===== config.mk =====
export PLATFORM = sky130hd
export DESIGN_NAME = mult_div_unit
export DESIGN_NICKNAME = d
export VERILOG_FILES = /design/src/rtl/mult_div_unit.sv
export SDC_FILE = /design/constraint.sdc
export NUM_CORES = 1
export LEC_CHECK = 0
export BUFFER_PORTS_ARGS = -buffer_cell sky130_fd_sc_hd__clkbuf_2
export CAP_MARGIN = 15
export CORE_MARGIN = 2
export CORE_UTILIZATION = 62
export DETAILED_ROUTE_END_ITERATION = 16
export GPL_TIMING_DRIVEN = 0
export PLACE_DENSITY = 0.82
export REMOVE_ABC_BUFFERS = 1
export SLEW_MARGIN = 30
export SYNTH_ARGS = -nofsm -noshare
export SYNTH_HDL_FRONTEND = slang
export SYNTH_SLANG_ARGS = --single-unit

===== constraint.sdc =====
create_clock -name clk -period 6.22 [get_ports clk]
set_clock_uncertainty 0.15 [all_clocks]
set_input_delay 0.311 -clock clk [delete_from_list [all_inputs] [get_ports clk]]
set_output_delay 0.311 -clock clk [all_outputs]
set_load 0.02 [all_outputs]

===== src/rtl/mult_div_unit.sv =====
// +----------------------------------------------------------------------------+
// | mult_div_unit: iterative radix-2 multiply / restoring divide, HI/LO out.   |
// | Revision: 1.0                                                              |
// +----------------------------------------------------------------------------+
`default_nettype none

module mult_div_unit #(
  parameter int WIDTH = 32
) (
  input  logic             clk,
  input  logic             reset,
  input  logic             start,
  input  logic [1:0]       op,
  input  logic [WIDTH-1:0] a,
  input  logic [WIDTH-1:0] b,
  output logic             busy,
  output logic             done,
  output logic             div_zero,
  output logic [WIDTH-1:0] hi,
  output logic [WIDTH-1:0] lo
);

  typedef enum logic [1:0] {
    IDLE      = 2'd0,
    RUN       = 2'd1,
    FINISH    = 2'd2,
    FINISH_DZ = 2'd3
  } state_t;

  localparam int             CW   = $clog2(WIDTH);
  localparam logic [CW-1:0]  LAST = CW'(WIDTH - 1);

  state_t           state;
  logic [CW-1:0]    count;
  logic             is_div;
  logic             neg_a;
  logic             neg_b;
  logic [WIDTH-1:0] opb;
  logic [WIDTH-1:0] quo;
  logic [2*WIDTH:0] acc;
  logic [WIDTH:0]   rem;

  logic             op_signed;
  logic [WIDTH-1:0] mag_a;
  logic [WIDTH-1:0] mag_b;

  logic [WIDTH:0]     mul_sum;
  logic [2*WIDTH:0]   acc_step;
  logic [WIDTH+1:0]   div_ext;
  logic [WIDTH+1:0]   div_diff;
  logic               div_neg;
  logic [WIDTH:0]     rem_step;
  logic [WIDTH-1:0]   quo_step;
  logic [2*WIDTH-1:0] prod_fix;
  logic [WIDTH-1:0]   quo_fix;
  logic [WIDTH-1:0]   rem_fix;

  assign op_signed = ~op[0];
  assign mag_a     = (op_signed && a[WIDTH-1]) ? -a : a;
  assign mag_b     = (op_signed && b[WIDTH-1]) ? -b : b;

  // Next iteration of both datapaths; the FINISH result is taken from the last step.
  always_comb begin
    mul_sum  = acc[2*WIDTH:WIDTH] + {1'b0, (acc[0] ? opb : {WIDTH{1'b0}})};
    acc_step = {1'b0, mul_sum, acc[WIDTH-1:1]};
    div_ext  = {rem, quo[WIDTH-1]};
    div_diff = div_ext - {2'b00, opb};
    div_neg  = div_diff[WIDTH+1];
    rem_step = div_neg ? div_ext[WIDTH:0] : div_diff[WIDTH:0];
    quo_step = {quo[WIDTH-2:0], ~div_neg};
    prod_fix = (neg_a ^ neg_b) ? -acc_step[2*WIDTH-1:0] : acc_step[2*WIDTH-1:0];
    quo_fix  = (neg_a ^ neg_b) ? -quo_step : quo_step;
    rem_fix  = neg_a ? -rem_step[WIDTH-1:0] : rem_step[WIDTH-1:0];
  end

  always_ff @(posedge clk) begin
    if (reset) begin
      state    <= IDLE;
      count    <= '0;
      is_div   <= 1'b0;
      neg_a    <= 1'b0;
      neg_b    <= 1'b0;
      opb      <= '0;
      quo      <= '0;
      acc      <= '0;
      rem      <= '0;
      busy     <= 1'b0;
      done     <= 1'b0;
      div_zero <= 1'b0;
      hi       <= '0;
      lo       <= '0;
    end else begin
      case (state)
        IDLE: begin
          if (start) begin
            div_zero <= 1'b0;
            is_div   <= op[1];
            neg_a    <= op_signed & a[WIDTH-1];
            neg_b    <= op_signed & b[WIDTH-1];
            count    <= '0;
            busy     <= 1'b1;
            if (op[1] && (b == '0)) begin
              state    <= FINISH_DZ;
              done     <= 1'b1;
              div_zero <= 1'b1;
            end else begin
              state <= RUN;
              opb   <= mag_b;
              acc   <= {{(WIDTH+1){1'b0}}, mag_a};
              quo   <= mag_a;
              rem   <= '0;
            end
          end
        end
        RUN: begin
          count <= count + 1'b1;
          acc   <= acc_step;
          rem   <= rem_step;
          quo   <= quo_step;
          if (count == LAST) begin
            state <= FINISH;
            done  <= 1'b1;
            if (is_div) begin
              hi <= rem_fix;
              lo <= quo_fix;
            end else begin
              hi <= prod_fix[2*WIDTH-1:WIDTH];
              lo <= prod_fix[WIDTH-1:0];
            end
          end
        end
        FINISH, FINISH_DZ: begin
          state <= IDLE;
          busy  <= 1'b0;
          done  <= 1'b0;
        end
        default: state <= IDLE;
      endcase
    end
  end

endmodule

`default_nettype wire


* After elaboration in Yosys (flattened, before gate mapping)
Index checks and enable logic that the tools add are counted.
** Word-level totals
- Flip-flop bits (word level) :: 239
- Output and inout bits :: 67
- Logic and storage cells :: 83
** Operators by class
- Add/sub/neg operators :: 8
- Equal/unequal tests :: 8
- Muxes and demuxes :: 31
- Bitwise operators :: 6
- Reduce and logical (&&, ||, !) cells :: 16
** Operators by type and width (number)
- two-way mux 32 bit :: 9
- two-way mux 65 bit :: 2
- case mux 65 bit (2 select lines) :: 1
- negator 32 bit :: 4
- two-way mux 33 bit :: 3
- case mux 33 bit (2 select lines) :: 1
- two-way mux 64 bit :: 1
- negator 64 bit :: 1
- case mux 32 bit (2 select lines) :: 1
- subtractor 34 x 32 -> 34 bit :: 1
- adder 33 x 32 -> 33 bit :: 1
- zero test 32 bit :: 1
- case mux 5 bit (2 select lines) :: 1
- AND reduction 2 bit :: 5
- AND reduction 3 bit :: 3
- inequality test 2 bit (second input constant) :: 4
- two-way mux 2 bit :: 3
- case mux 2 bit (3 select lines) :: 1
- adder 5 x 1 -> 5 bit (second input constant) :: 1
- equality test 5 bit (second input constant) :: 1
- two-way mux 1 bit :: 5
- two-way mux 5 bit :: 1
- equality test 2 bit (second input constant) :: 2
- nonzero test 2 bit :: 2
- 9 further kinds :: 14

* Depth between registers and ports, before layout
- Word-level depth :: 6
- Mapped depth :: 26

* Least setup slack after synthesis
Ideal clock, no wire load.
- Path kind :: reg2reg
- Start point :: reg opb[24]
- End point :: reg hi[30]
- Arrival time :: 4.955 ns
- Path slack :: 1.036 ns
- Cell stages (with the launch flop) :: 24
- Period minus slack after synthesis :: 5.184 ns
- Cell sequence :: dfxtp_1 > inv_1 > ha_1 > clkbuf_1 > and3_1 > clkbuf_1 > a311o_1 > o2bb2ai_1 > nor4_4 > nor2_1 > inv_2 > buf_2 > buf_2 > buf_1 > nor2_1 > a21oi_1 > ha_1 > nand3_1 > nor3b_1 > a31oi_1 > or2_1 > nor4_1 > mux2_2 > o211ai_1
** On the way
- Cells in the longest elaborated chain, start to end :: 5
- Elaborated cells between the ends (all ways) :: 9
- Those cells by class :: add/sub: 4; mux: 5
** RTL lines
- start, declared :: line 38 : logic [WIDTH-1:0] opb;
- start signal, assigned :: line 108 : opb <= mag_b;
- two-way mux 32 bit / subtractor 34 x 32 -> 34 bit (equally long branches) :: line 64, 67
- adder 33 x 32 -> 33 bit / two-way mux 33 bit (equally long branches) :: line 64, 69
- negator 64 bit / negator 32 bit (equally long branches) :: line 71, 73
- two-way mux 64 bit / two-way mux 32 bit (equally long branches) :: line 71, 73
- two-way mux 32 bit * :: line 123 : if (is_div) begin
- end signal, assigned :: line 124 : hi <= rem_fix;
- end signal, assigned :: line 127 : hi <= prod_fix[2*WIDTH-1:WIDTH];
- end, declared :: line 19 : output logic [WIDTH-1:0] hi,
Mark *: on every way between the ends. The rest lies on a longest branch, timed or not.
A chain may end at the register's enable or synchronous reset.

* Worst setup path in the final report
- Start point :: reg opb[20]
- End point :: reg hi[30]
The elaborated chain is that of the path after synthesis.

==> out/metrics.csv <==
stage,metric,value,unit
timing,RSZ-0062 raised after global routing,no,
yosys,"top cells by count, synth","nor2_1, nand2_1, dfxtp_1, a21oi_1, clkbuf_1",
setup_path,Top Family by Delay on Critical Path,compound AO/OA/AOI/OAI gates,
global_route,M3 GR Usage,5.79,%
setup_path,crit end category,flip-flop,
global_route,GR Util met2,60.1,%
setup_path,Worst Path Max Fanout,39,
setup_path,Max stage delay on crit path,520,ps
min_path,Cells on Worst Hold Path,3,
placed_design,Area after DPL,19100,sq um
setup_path,CP Cell Sequence,inv_1 > ha_1 > a21oi_1 > o21ai_1 > a311o_1 > o2bb2ai_1 > o31a_2 > nor2_4 > buf_16 > inv_6 > a21oi_2 > ha_1 > nand2_1 > nor3_2 > nand2_1 > a21oi_1 > a31oi_1 > or2_1 > nor4_2 > mux2_2 > o211ai_1,
yosys,Post-synth ARST share,0,%
timing,Final Hold Vio Count,0,
setup_path,Setup Crit Path Kind,reg2reg,
yosys,Post-Syn Area,18000,sq um
die,I/O pin count,136,
pwr,VDD IR max,0.309,mV
clock_network,Sink Count,238,
layout,post-route core utilization,71.6,%
setup_path,worst path arrival time,6330,ps
routing,drt wl/cell,20.5,um
clock_network,cts bufs inserted,28,
die,Core Footprint,28700,sq um
timing,Min Hold Slack,5.72,ps
timing,Worst Tran Pin Value,978,ps
die,die height,175,um
placed_design,Port Buffers,135,
timing,max-slew violations,0,
layout,ANT cells,0,
setup_path,Setup crit start kind,flip-flop,
pwr,Lkg Pwr,8.29,nW
setup_path,R2R depth,21,
clock_network,CTS tree,yes,
routing,final wirelength,59.6,mm
timing,worst rel slew slack,34.6,%
timing,Final period util,96.5,%
yosys,Seq cells post-synth,238,
global_route,largest net degree at the start of global routing,94,
routing,DRT iter0 DRCs,2368,
yosys,post-synthesis sequential area ratio,26.4,%
yosys,"EDFF count, synth",0,
layout,non-filler instance count after layout,2903,
routing,drt via density,6.73,
timing,Finish-stage setup viols,0,
layout,Fill cells,2367,
global_route,antenna violations before repair,2,
placed_design,placed insts,2811,
timing,Fmax,167,MHz
layout,final net count,2639,
routing,final antenna-violating net count,0,
layout,area grow syn2layout,13.9,%
global_route,met1 Usage GRT,49.5,%
yosys,Synth Area per Inst,7.42,sq um
yosys,dominant cell type by area after synthesis,dfxtp_1,
routing,via count,19500,
yosys,synth warn,0,
setup_path,CP max-delay cell,o31a_2,
min_path,worst min path class,in2reg,
die,Placement Rows,62,
pwr,power density cells,379,nW/um^2
setup_path,Critical Path Stages,21,
yosys,Yosys top cell area share,26.4,%
outcome,status,"complete, no violations",
yosys,Synth cell types,93,
routing,DRC viols,0,
die,DIE WIDTH,175,um
setup_path,"Req. time, crit path",6550,ps
clock_network,CTS HTree Levels,1,
die,Initial Utilization,62.9,%
yosys,"count leader, synth",nor2_1,
layout,layout cells sized above 1,11.3,%
clock_network,CTS max path bufs,3,
layout,design area,20600,sq um
placed_design,Detailed Place HPWL,43.0,mm
global_route,Overflow after GRT,0,
yosys,"top cells by area, synth","dfxtp_1, nor2_1, a21oi_1, nand2_1, xnor2_1",
clock_network,root buffer cell,clkbuf_16,
clock_network,Clock Latency Late Sink,560,ps
placed_design,GP Congestion,0.964,
global_route,first-pass GRT wire length,94.4,mm
yosys,Gate Count Post-Synth,2432,
die,Die Area,30500,sq um
global_route,gr busiest metal,met2,
clock_network,clock slew seen by the registers of the worst setup and hold paths,60,ps
routing,DRT Pass-1 Iters,6,
yosys,"Top FF cell, synth",dfxtp_1,
global_route,vias in the first global route,18100,
global_route,Overall Global Routing Usage,37.8,%
setup_path,CP Buf/Inv Count,3,
job,Max-cap violations,0,
timing,fin crit period,6000,ps
-- report_power, final --
group          internal (W)  total [W]  leakage (nW)  switching (W)
Combinational       0.00160    0.00426          5.87        0.00267
Sequential          0.00162    0.00176          1.94       0.000139
Clock               0.00106    0.00178         0.486       0.000713
-- area by class of cell --
type | instances | area (sq um) | share of cell area (%)
Clock inverter | 16 | 193 | 0.937
Multi-Input combinational cell | 1966 | 12500 | 61.0
Inverter | 66 | 253 | 1.23
Timing Repair Buffer | 197 | 1540 | 7.47
Sequential cell | 238 | 4770 | 23.2
Clock buffer | 36 | 792 | 3.85
Tap cell | 384 | 480 | 2.34
-- per-layer routing --
| layer | wire [um] | part of all wire (%) |
|---|---|---|
| met1 | 23800 | 40 |
| met2 | 26700 | 45 |
| met3 | 5570 | 9.3 |
| met4 | 3510 | 5.9 |
| met5 | 26 | 0.044 |
-- layout by cell type (no fill, tap or decap), drive strengths merged, types with 19 or more instances in the layout --
cell / n
o211ai: 22
buf: 26
nand2: 269
nand3: 40
xor2: 89
nand4: 24
a21o: 35
clkbuf: 171
dfxtp: 238
a21oi: 217
o31ai: 31
nor4: 32
a22oi: 101
ha: 71
or3: 22
o41ai: 23
o21ai: 125
nor2: 296
a31oi: 49
dlygate4sd3: 36
inv: 67
a211oi: 60
and2: 40
xnor2: 106
or4: 19
nor3: 52
-- kinds of logic after synthesis --
group,after synthesis,share of synthesized area (%)
and+or+nand+nor,879,23.2
xor gates and xnor gates,195,9.47
adders and majority gates,73,5.15
AOI/OAI and AO/OA,790,29.2
muxes,29,1.77
buffers and inverters,228,4.91
DFF,238,26.4
-- path summary, 6_finish.rpt --
check | end | from | slack, ps
worst max-delay path | hi[30]$_SDFFE_PP0P_ | opb[20]$_SDFFE_PP0P_ | 220
worst min-delay path | acc[0]$_SDFFE_PP0P_ | a[0] | 6
worst max register to register | hi[30]$_SDFFE_PP0P_ | opb[20]$_SDFFE_PP0P_ | 220
worst min register to register | lo[16]$_SDFFE_PP0P_ | lo[16]$_SDFFE_PP0P_ | 300
-- tightest hold or removal path: stages --
cell and delay [ps]:
clkbuf_2 140, a222oi_1 120, nor2_1 100
-- registers in the layout, summed over array words and instances, names as in the netlist, 2 cells and up --
register  flops
hi           32
lo           32
acc          64
quo          32
opb          32
rem          33
state         2
count         5
-- stage by stage --
step / total power [W] / setup TNS [ps] / setup WS [ps]
6_report: 0.00780 / 0 / 218
5_1_grt: 0.00817 / 0 / 13.1
4_1_cts: 0.00756 / 0 / 27.2
3_5_place_dp: 0.00573 / -2160 / -586
3_3_place_gp: 0.00554 / -670770 / -8300
2_1_floorplan: 0.00459 / -78680 / -2110
-- repair_timing --
item                                    4_1_cts  5_1_grt
hold endpoints to repair                     48        0
buffers inserted                              3        1
pin swaps                                     2        1
endpoints found under the setup margin       11        6
hold buffers                                 36        0
resized for setup                             5        5
Note: power is estimated with default switching activity, not from simulation.
